--- config.mk ---
export PLATFORM = sky130hd
export DESIGN_NAME = instr_fetch_stage
export DESIGN_NICKNAME = d
export VERILOG_FILES = /design/src/rtl/instr_fetch_stage.sv
export SDC_FILE = /design/constraint.sdc
export NUM_CORES = 1
export LEC_CHECK = 0
export BUFFER_PORTS_ARGS = -buffer_cell sky130_fd_sc_hd__buf_2
export CAP_MARGIN = 30
export CORE_MARGIN = 5
export CORE_UTILIZATION = 30
export CTS_CLUSTER_DIAMETER = 150
export DETAILED_ROUTE_END_ITERATION = 8
export PLACE_DENSITY = 0.51
export SYNTH_ARGS = -nofsm -noshare
export SYNTH_HDL_FRONTEND = slang
export SYNTH_SLANG_ARGS = --single-unit
export TNS_END_PERCENT = 10
--- constraint.sdc ---
create_clock -name clock -period 2.3 [get_ports clock]
set_clock_uncertainty 0.15 [all_clocks]
set_input_delay 0.115 -clock clock [delete_from_list [all_inputs] [get_ports clock]]
set_output_delay 0.115 -clock clock [all_outputs]
set_load 0.005 [all_outputs]
--- src/rtl/instr_fetch_stage.sv ---
// Instruction-fetch front end: owns the PC, drives instruction memory and
// holds the IF/ID register presented to decode under a valid/ready handshake.
module instr_fetch_stage #(
    parameter logic [31:0] RESET_PC    = 32'h0000_0000,
    parameter logic [5:0]  BREAK_FUNCT = 6'h0D
) (
    input  logic        clock,
    input  logic        clrn,
    output logic [31:0] imem_addr,
    input  logic [31:0] imem_rdata,
    input  logic        redirect_valid,
    input  logic [31:0] redirect_target,
    output logic        out_valid,
    input  logic        out_ready,
    output logic [31:0] out_instr,
    output logic [31:0] out_pc,
    output logic [31:0] out_pc4,
    output logic        halted,
    output logic [31:0] fetch_count
);

    typedef enum logic {RUN, HALT} state_t;

    state_t      state, state_nxt;
    logic [31:0] pc_p0;
    logic [31:0] instr_p1;
    logic [31:0] pc_p1;
    logic [31:0] pc4_p1;
    logic        vld_p1;
    logic [31:0] count_q;
    logic        load;
    logic        accept;
    logic        is_break;

    function automatic logic [31:0] sat_inc(input logic [31:0] v);
        return (&v) ? v : v + 32'd1;
    endfunction

    assign load     = (state == RUN) && (!vld_p1 || out_ready) && !redirect_valid;
    assign accept   = vld_p1 && out_ready && !redirect_valid;
    assign is_break = (imem_rdata[31:26] == 6'd0) && (imem_rdata[5:0] == BREAK_FUNCT);

    always_comb begin
        state_nxt = state;
        if (redirect_valid)
            state_nxt = RUN;
        else if (load && is_break)
            state_nxt = HALT;
    end

    always_ff @(posedge clock or negedge clrn) begin
        if (!clrn)
            state <= RUN;
        else
            state <= state_nxt;
    end

    // Stage p0: program counter / instruction-memory address
    always_ff @(posedge clock or negedge clrn) begin
        if (!clrn)
            pc_p0 <= RESET_PC;
        else if (redirect_valid)
            pc_p0 <= {redirect_target[31:2], 2'b00};
        else if (load)
            pc_p0 <= pc_p0 + 32'd4;
    end

    // Stage p1: IF/ID register; a redirect discards whatever it holds
    always_ff @(posedge clock or negedge clrn) begin
        if (!clrn) begin
            vld_p1   <= 1'b0;
            instr_p1 <= 32'd0;
            pc_p1    <= 32'd0;
            pc4_p1   <= 32'd0;
        end else if (redirect_valid) begin
            vld_p1 <= 1'b0;
        end else if (load) begin
            vld_p1   <= 1'b1;
            instr_p1 <= imem_rdata;
            pc_p1    <= pc_p0;
            pc4_p1   <= pc_p0 + 32'd4;
        end else if (accept) begin
            vld_p1 <= 1'b0;
        end
    end

    always_ff @(posedge clock or negedge clrn) begin
        if (!clrn)
            count_q <= 32'd0;
        else if (accept)
            count_q <= sat_inc(count_q);
    end

    assign imem_addr   = pc_p0;
    assign out_valid   = vld_p1;
    assign out_instr   = instr_p1;
    assign out_pc      = pc_p1;
    assign out_pc4     = pc4_p1;
    assign halted      = (state == HALT);
    assign fetch_count = count_q;

endmodule
==> results.json, run 1 <==
{
  "hold_class": "in -> async",
  "core-area_mm2": 0.0236,
  "vias": 6482,
  "die_w_um": 165,
  "rows": 56,
  "initial_core_util_pct": 30.7,
  "p_sw_uw": 2280,
  "setup_viol": 0,
  "mostFrequentLayoutCell": "nand2_1",
  "dr_wl_met2_um": 10800,
  "synth_area_leader_cell": "dfrtp_1",
  "post_cts_buffers": 0,
  "period_share_pct": 93.0,
  "met3_wirelength_um": 1640,
  "top_layer": "met4",
  "period_needed_ps": 2140,
  "synth_area_leaders": "dfrtp_1 (54%), nand2_1 (14%), xor2_1 (6.9%)",
  "p_clk_share_pct": 38.8,
  "area_delta_synth_final_pct": 41.0,
  "htree_num_levels": 4,
  "cts.sinks": 156,
  "drc": 0,
  "regToRegStartpoint": "fetch_count[0]",
  "routed_wl_um": 22400,
  "yosys_register_bits": 156,
  "clock_latency_ps": 430,
  "worstPathRequired_ps": 2460,
  "ctsRootBufferMaster": "clkbuf_16",
  "grt_max_degree": 91,
  "switching_share_pct": 30.3,
  "r2r_slack_ps": 160,
  "yosysUniqueCellTypes": 39,
  "ys_seq_area_share_pct": 53.9,
  "drv_cap": 0,
  "path_class": "reg -> reg",
  "whs_ps": 104,
  "seqCellArea_mm2": 0.00390,
  "ios": 230,
  "final_nets": 1159,
  "hold_violations": 0,
  "port_buffers": 221,
  "clock_path_buffers": 2,
  "m1WireLength_um": 9590,
  "synth_cells": 782,
  "setup_tns_ps": 0,
  "die_area_mm2": 0.0274,
  "relSlewSlack_pct": 56.7,
  "fmax_mhz": 467,
  "combPwrFrac_pct": 17.5,
  "mappedNetlistArea_mm2": 0.00725,
  "fillers": 2368,
  "routedWlPerCell_um": 15.7,
  "syn_avg_cell_area_um2": 9.27,
  "synth_top_area_share_pct": 53.9,
  "final_max_slew_viol_count": 0,
  "seqPwrFrac_pct": 43.7,
  "antenna_found_initial": 1,
  "viasPerCell": 4.56,
  "synthArstFlopShare_pct": 100,
  "overflow": 0,
  "mostFrequentLayoutCells": "nand2_1 (272), buf_2 (220), dfrtp_1 (156)",
  "tightestPinTransition_ps": 650,
  "synth-warning-count": 0,
  "grt_pass1_wl_um": 36100,
  "timing.rr.end": "fetch_count[30]",
  "drt-pass1-iter-count": 4,
  "synthFlopType": "dfrtp_1",
  "multi_input_area_mm2": 0.00311,
  "reg2reg_depth": 6,
  "gp_congestion": 0.857,
  "cp.arrival_ps": 2300,
  "clkTransAtPathRegs_ps": 70,
  "worstPathMaxFanout": 6,
  "fp.dieH_um": 165,
  "leakagePower_uw": 0.00519,
  "grt_usage_pct": 16.8,
  "layout-drive-gt1-share_pct": 28.9,
  "startpoint_type": "flop",
  "dp.cells": 1324,
  "grt_pass1_vias": 6613,
  "final-instance-count-excl-fill": 1422,
  "cts_tree": "yes",
  "grt_setup_unrepaired": "false",
  "cp-end-kind": "flop",
  "powerDensity_mw_per_mm2": 736,
  "cts_buffers": 17,
  "status": "finished clean",
  "synth_edf_count": 0,
  "drt_iter0_drc": 264,
  "ant_nets": 0,
  "dpl.hpwl_um": 16000,
  "ir_drop_uv": 385,
  "p_int_uw": 5250
}
[cells in the mapped netlist (all sizes together) (6+ instances only)]
cell type    n
nor4        13
nand4       29
buf         25
dfrtp      156
and3        13
nand3       35
nor3        10
xnor2       30
nand2      272
o21ai       56
xor2        57
and2         6
clkbuf      28
nor2        20
[state kept, by name, summed over array words and instances, names as in the netlist]
register,count
fetch_count,32
out_valid,1
out_instr,32
out_pc,30
imem_addr,30
halted,1
out_pc4,30
[what timing repair did]
| item | 4_1_cts | 5_1_grt |
|---|---|---|
| hold buffers | 65 | 0 |
| endpoints found under the setup margin | 0 | 2 |
| resized for setup | 0 | 0 |
| endpoints found under the hold margin | 125 | 0 |
[kinds of logic (layout without fill, tap and decap cells)]
family,after synthesis,after routing,synth area share (%)
flip-flops,156,156,53.9
multiplexers,6,6,0.915
buffers and inverters,56,371,3.71
XOR/XNOR,87,87,10.5
AND/OR/NAND/NOR,415,415,26.5
other,1,7,0.0518
AO/OA/AOI/OAI,59,59,4.09
adder cells (fa/ha/maj),2,2,0.345
[power by group through the flow]
| stage | clock network, µW | registers, µW | logic [µW] |
|---|---|---|---|
| after floorplan | 0 | 3360 | 506 |
| after global placement | 0 | 3330 | 1240 |
| after detailed placement | 0 | 3340 | 1240 |
| after CTS | 3010 | 3290 | 1340 |
| after global routing | 3140 | 3340 | 1480 |
| final | 2920 | 3290 | 1310 |
[worst max-delay path: stages (launching register included)]
cell	delay (ps)
dfrtp_1	430
ha_1	210
inv_1	60
or4_4	550
nor3b_4	330
nand4_1	160
xnor2_1	140
[cell type report]
class	instances	area share [%]
multi-input combinational	575	30.4
antenna	1	0.0245
clock inverter	15	1.91
tap	319	3.91
timing repair buffer	336	21.3
inverter	3	0.110
sequential	156	38.2
clock buffer	17	4.16
[metrics by stage]
step / area [µm²] / power [µW] / utilization [%] / setup WS (ps)
after floorplan: 7260 / 3860 / - / 221
after global placement: 8950 / 4570 / 37.9 / 190
after detailed placement: 8950 / 4580 / 37.9 / 185
final: 10200 / 7520 / 43.3 / 161
after global routing: 10200 / 7960 / 43.3 / 3.53
after CTS: 10200 / 7640 / 43.3 / 154
[how the worst max path moves through the flow]
stage | depth (start not counted) | slack [ps] | end | start
detailed placement | 7 | 180 | imem_addr[30] | imem_addr[3]
global placement | 6 | 190 | fetch_count[30] | fetch_count[0]
global route | 5 | 4 | fetch_count[31] | fetch_count[11]
CTS | 7 | 150 | imem_addr[30] | imem_addr[3]
finish | 6 | 160 | fetch_count[30] | fetch_count[0]
floorplan | 6 | 220 | fetch_count[30] | fetch_count[0]
[layer usage]
layer,vias to the layer above,GRT usage (%)
li1,3178,-
met5,-,0
met1,3094,20.8
met2,181,28.0
met3,29,5.26
met4,0,4.99
Power figures use the tool's default switching activity.
==> run 2: changes to the inputs <==
--- a/config.mk
+++ b/config.mk
@@ -7,11 +7,13 @@
 export LEC_CHECK = 0
 export BUFFER_PORTS_ARGS = -buffer_cell sky130_fd_sc_hd__buf_2
 export CAP_MARGIN = 30
+export CELL_PAD_IN_SITES_DETAIL_PLACEMENT = 2
+export CELL_PAD_IN_SITES_GLOBAL_PLACEMENT = 2
 export CORE_MARGIN = 5
 export CORE_UTILIZATION = 30
 export CTS_CLUSTER_DIAMETER = 150
 export DETAILED_ROUTE_END_ITERATION = 8
-export PLACE_DENSITY = 0.51
+export PLACE_DENSITY = 0.79
 export SYNTH_ARGS = -nofsm -noshare
 export SYNTH_HDL_FRONTEND = slang
 export SYNTH_SLANG_ARGS = --single-unit
==> results.json, run 2 (synthesis gave the netlist of run 1 again) <==
{
  "dpl.hpwl_um": 18500,
  "port_buffers": 221,
  "grt_usage_pct": 21.3,
  "slowest_delay_ps": 560,
  "dp.cells": 1314,
  "clkTransAtPathRegs_ps": 70,
  "cts.sinks": 156,
  "clock_latency_ps": 430,
  "vias": 6797,
  "core-area_mm2": 0.0236,
  "period_needed_ps": 2210,
  "leakagePower_uw": 0.00511,
  "status": "finished clean",
  "fin_ws_ps": 88.2,
  "m1WireLength_um": 11400,
  "design_area_mm2": 0.0101,
  "cp.arrival_ps": 2370,
  "cp-end-kind": "flop",
  "dp_slack_ps": 78.9,
  "drc": 0,
  "cts_tree": "yes",
  "ctsRootBufferMaster": "clkbuf_16",
  "htree_num_levels": 4,
  "mostFrequentLayoutCells": "nand2_1 (272), buf_2 (220), dfrtp_1 (156)",
  "grt_setup_unrepaired": "false",
  "cts_buffers": 17,
  "gp_congestion": 0.782,
  "mostFrequentLayoutCell": "nand2_1",
  "hold_violations": 0,
  "die_w_um": 165,
  "relSlewSlack_pct": 57.6,
  "rows": 56,
  "powerDensity_mw_per_mm2": 752,
  "antenna_found_initial": 1,
  "drt-pass1-iter-count": 4,
  "final_max_slew_viol_count": 0,
  "routed_wl_um": 28700,
  "met3_wirelength_um": 1440,
  "drt_iter0_drc": 243,
  "path_class": "reg -> reg",
  "hold_class": "in -> reg",
  "tightestPinTransition_ps": 636,
  "worstPathRequired_ps": 2450,
  "fmax_mhz": 452,
  "crit_chain": "ha_1, inv_1, or4_4, a21oi_1, nand3_1, xnor2_1",
  "crit_slowest_cell": "or4_4",
  "layout-drive-gt1-share_pct": 28.3,
  "initial_core_util_pct": 30.7,
  "worstPathMaxFanout": 5,
  "area_delta_synth_final_pct": 40.0,
  "ir_drop_uv": 400,
  "post_cts_buffers": 0,
  "whs_ps": 19.5,
  "setup_tns_ps": 0,
  "die_area_mm2": 0.0274,
  "viasPerCell": 4.82,
  "drv_cap": 0,
  "ant_nets": 0,
  "clock_path_buffers": 2,
  "dpl-instance-area_mm2": 0.00891,
  "ios": 230,
  "final-instance-count-excl-fill": 1411,
  "startpoint_type": "flop",
  "dr_wl_met2_um": 15100,
  "grt_max_degree": 83,
  "fp.dieH_um": 165,
  "top_layer": "met4",
  "routedWlPerCell_um": 20.4,
  "grt_pass1_wl_um": 45000,
  "period_share_pct": 96.2,
  "setup_viol": 0,
  "final_nets": 1148,
  "grt_pass1_vias": 7872,
  "overflow": 0
}
run 2: cell count changes in the layout (fill, tap and decap cells not counted), sizes merged:
cell / previous run / this run
clkbuf: 17 / 20
buf: 271 / 261
clkinvlp: 0 / 6
dlygate4sd3: 65 / 64
inv: 10 / 6
bufinv: 1 / 2
clkinv: 7 / 1
run 2: repair_timing:
action                                 in CTS  in global routing
endpoints found under the hold margin     154                  0
resized for setup                           0                  2
hold buffers                               64                  0
setup endpoints to repair                   0                  3
run 2: worst max-delay path, delay by kind of cell, from the launching register on:
| family | cells | cell delay (ps) |
|---|---|---|
| xor gates and xnor gates | 1 | 160 |
| adders and majority gates | 1 | 190 |
| buffers and inverters | 1 | 70 |
| and+or+nand+nor | 2 | 730 |
| DFF | 1 | 410 |
| AOI/OAI and AO/OA | 1 | 380 |
run 2: worst paths after layout:
path | from | cells after the start | slack (ps) | to
max | fetch_count[0] | 6 | 90 | fetch_count[16]
max reg2reg | fetch_count[0] | 6 | 90 | fetch_count[16]
min | out_ready | 4 | 20 | out_valid
max in group asynchronous | clrn | 3 | 1140 | out_instr[25]
min reg2reg | out_instr[26] | 2 | 320 | out_instr[26]
min in group asynchronous | clrn | 2 | 90 | out_pc[28]
run 2: layer usage:
layer  global-route usage, %  vias to the layer above
met4                    7.80                        0
met1                    24.0                     3432
met3                    4.91                       48
met2                    39.1                      171
li1                        -                     3146
met5                       0                        -
run 2: layout make-up:
class                      count  area [µm²]
fill                        2624       13500
sequential                   156        3900
multi-input combinational    575        3110
timing repair buffer         325        2130
clock buffer                  20         447
tap                          319         399
clock inverter                12         139
inverter                       3        11.3
antenna                        1        2.50
run 2: stage by stage:
step           utilization (%)  power [µW]
6_report                  43.0        7630
2_1_floorplan                -        3860
3_3_place_gp              37.7        4580
4_1_cts                   42.9        7650
5_1_grt                   43.0        8020
3_5_place_dp              37.7        4650
run 2: power by group:
| group | total, µW | switching, µW | leakage (µW) | internal, µW |
|---|---|---|---|---|
| registers | 3320 | 261 | 0.00197 | 3060 |
| logic | 1410 | 795 | 0.00288 | 614 |
| clock network | 2900 | 1260 | 0.000267 | 1640 |
==> run 3: changes to the inputs <==
--- a/config.mk
+++ b/config.mk
@@ -13,7 +13,7 @@
 export CORE_UTILIZATION = 30
 export CTS_CLUSTER_DIAMETER = 150
 export DETAILED_ROUTE_END_ITERATION = 8
-export PLACE_DENSITY = 0.79
+export PLACE_DENSITY_LB_ADDON = 0.1
 export SYNTH_ARGS = -nofsm -noshare
 export SYNTH_HDL_FRONTEND = slang
 export SYNTH_SLANG_ARGS = --single-unit
==> results.json, run 3 (synthesis gave the netlist of run 1 again) <==
{
  "powerDensity_mw_per_mm2": 721,
  "drc": 0,
  "grt_usage_pct": 19.4,
  "regToRegStartpoint": "fetch_count[0]",
  "slowest_delay_ps": 560,
  "mostFrequentLayoutCell": "nand2_1",
  "area_delta_synth_final_pct": 41.0,
  "cp.arrival_ps": 2330,
  "dpl-instance-area_mm2": 0.00901,
  "power_uw": 7360,
  "mostFrequentLayoutCells": "nand2_1 (272), buf_2 (220), dfrtp_1 (155)",
  "vias": 6703,
  "antenna_found_initial": 2,
  "design_area_mm2": 0.0102,
  "crit_start": "fetch_count[0]",
  "crit_slowest_cell": "or4_4",
  "ios": 230,
  "fillers": 2667,
  "top_usage_layer": "met2",
  "cp_top_family": "simple AND/OR/NAND/NOR gates",
  "ant_nets": 0,
  "crit_chain": "ha_1, inv_1, or4_4, nor3b_4, nand4_1, xnor2_1",
  "core-area_mm2": 0.0236,
  "dpl.hpwl_um": 18400,
  "die_w_um": 165,
  "period_share_pct": 94.5,
  "rows": 56,
  "hold_class": "in -> async",
  "grt_pass1_wl_um": 41500,
  "ir_drop_uv": 408,
  "worstPathRequired_ps": 2460,
  "clock_path_buffers": 2,
  "initial_core_util_pct": 30.7,
  "hold_violations": 0,
  "die_area_mm2": 0.0274,
  "cts_tree": "yes",
  "cp_num_buf_inv": 1,
  "setup_viol": 0,
  "htree_num_levels": 4,
  "leakagePower_uw": 0.00517,
  "startpoint_type": "flop",
  "port_buffers": 221,
  "use_met3_pct": 4.52,
  "reg2reg_depth": 6,
  "cp-end-kind": "flop",
  "period_needed_ps": 2170,
  "routedWlPerCell_um": 18.5,
  "drt_iter0_drc": 208,
  "fp.dieH_um": 165,
  "routed_wl_um": 26200,
  "clkTransAtPathRegs_ps": 70,
  "path_class": "reg -> reg",
  "drt-pass1-iter-count": 4,
  "status": "finished clean",
  "cts.sinks": 156,
  "final_max_slew_viol_count": 0,
  "timing.rr.end": "fetch_count[30]",
  "ctsRootBufferMaster": "clkbuf_16",
  "dp.cells": 1322,
  "r2r_slack_ps": 130,
  "fin_util_pct": 43.3,
  "overflow": 0,
  "layout-drive-gt1-share_pct": 29.2,
  "clock_latency_ps": 430,
  "grt_setup_unrepaired": "false",
  "final_nets": 1156,
  "worstPathMaxFanout": 6,
  "fmax_mhz": 460,
  "final-instance-count-excl-fill": 1419,
  "grtUsageMet1_pct": 22.7,
  "setup_tns_ps": 0,
  "grt_pass1_vias": 7525,
  "cts_buffers": 17,
  "grt_max_degree": 53,
  "drv_cap": 0,
  "gp_congestion": 0.773,
  "viasPerCell": 4.72,
  "grtUsageMet2_pct": 35.8
}
==> run 3: cell types whose count changed in the layout (fill, tap and decap cells not counted), moves of 2 or more <==
| cell | before | now |
|---|---|---|
| clkbuf_1 | 2 | 0 |
| bufinv_16 | 2 | 0 |
| inv_6 | 2 | 5 |
| buf_4 | 34 | 39 |
| buf_12 | 6 | 9 |
| clkinv_4 | 0 | 4 |
| clkinvlp_4 | 6 | 2 |
==> run 3: worst max-delay path by stage <==
stage                                 end  cells past startpoint
after floorplan           fetch_count[30]                      6
after global placement        out_pc4[30]                      7
after detailed placement      out_pc4[18]                      7
after CTS                     out_pc4[18]                      7
after global routing      fetch_count[30]                      6
final                     fetch_count[30]                      6
==> run 3: layer usage <==
metal	share of wire [%]	wire, µm	vias to the layer above
met2	52	13600	154
li1	-	-	3155
met4	1.6	413	2
met5	0.042	11	-
met1	42	10900	3364
met3	4.7	1230	28
==> run 3: cell type report <==
| type | count | area, µm² | area share (%) |
|---|---|---|---|
| multi-input combinational | 575 | 3110 | 30.5 |
| timing repair buffer | 333 | 2230 | 21.8 |
| antenna | 1 | 2.50 | 0.0245 |
| sequential | 156 | 3910 | 38.2 |
| clock inverter | 15 | 131 | 1.29 |
| inverter | 3 | 11.3 | 0.110 |
| tap | 319 | 399 | 3.91 |
| clock buffer | 17 | 425 | 4.16 |
==> run 3: power breakdown <==
part,switching [µW],internal [µW]
clock,1300,1420
combinational,729,619
sequential,247,3060
==> run 3: stage by stage <==
step                hold slack [ps]  setup slack (ps)
finish                         30.2               126
CTS                            38.9              18.3
detailed placement            -64.0               109
floorplan                      -331               221
global route                   51.8              10.2
global placement              -66.8               171
==> run 3: repair_timing <==
item | 4_1_cts | 5_1_grt
buffers inserted | 0 | 1
hold endpoints to repair | 219 | 0
gates resized for setup | 0 | 5
endpoints found under the setup margin | 0 | 25
hold buffers | 63 | 0
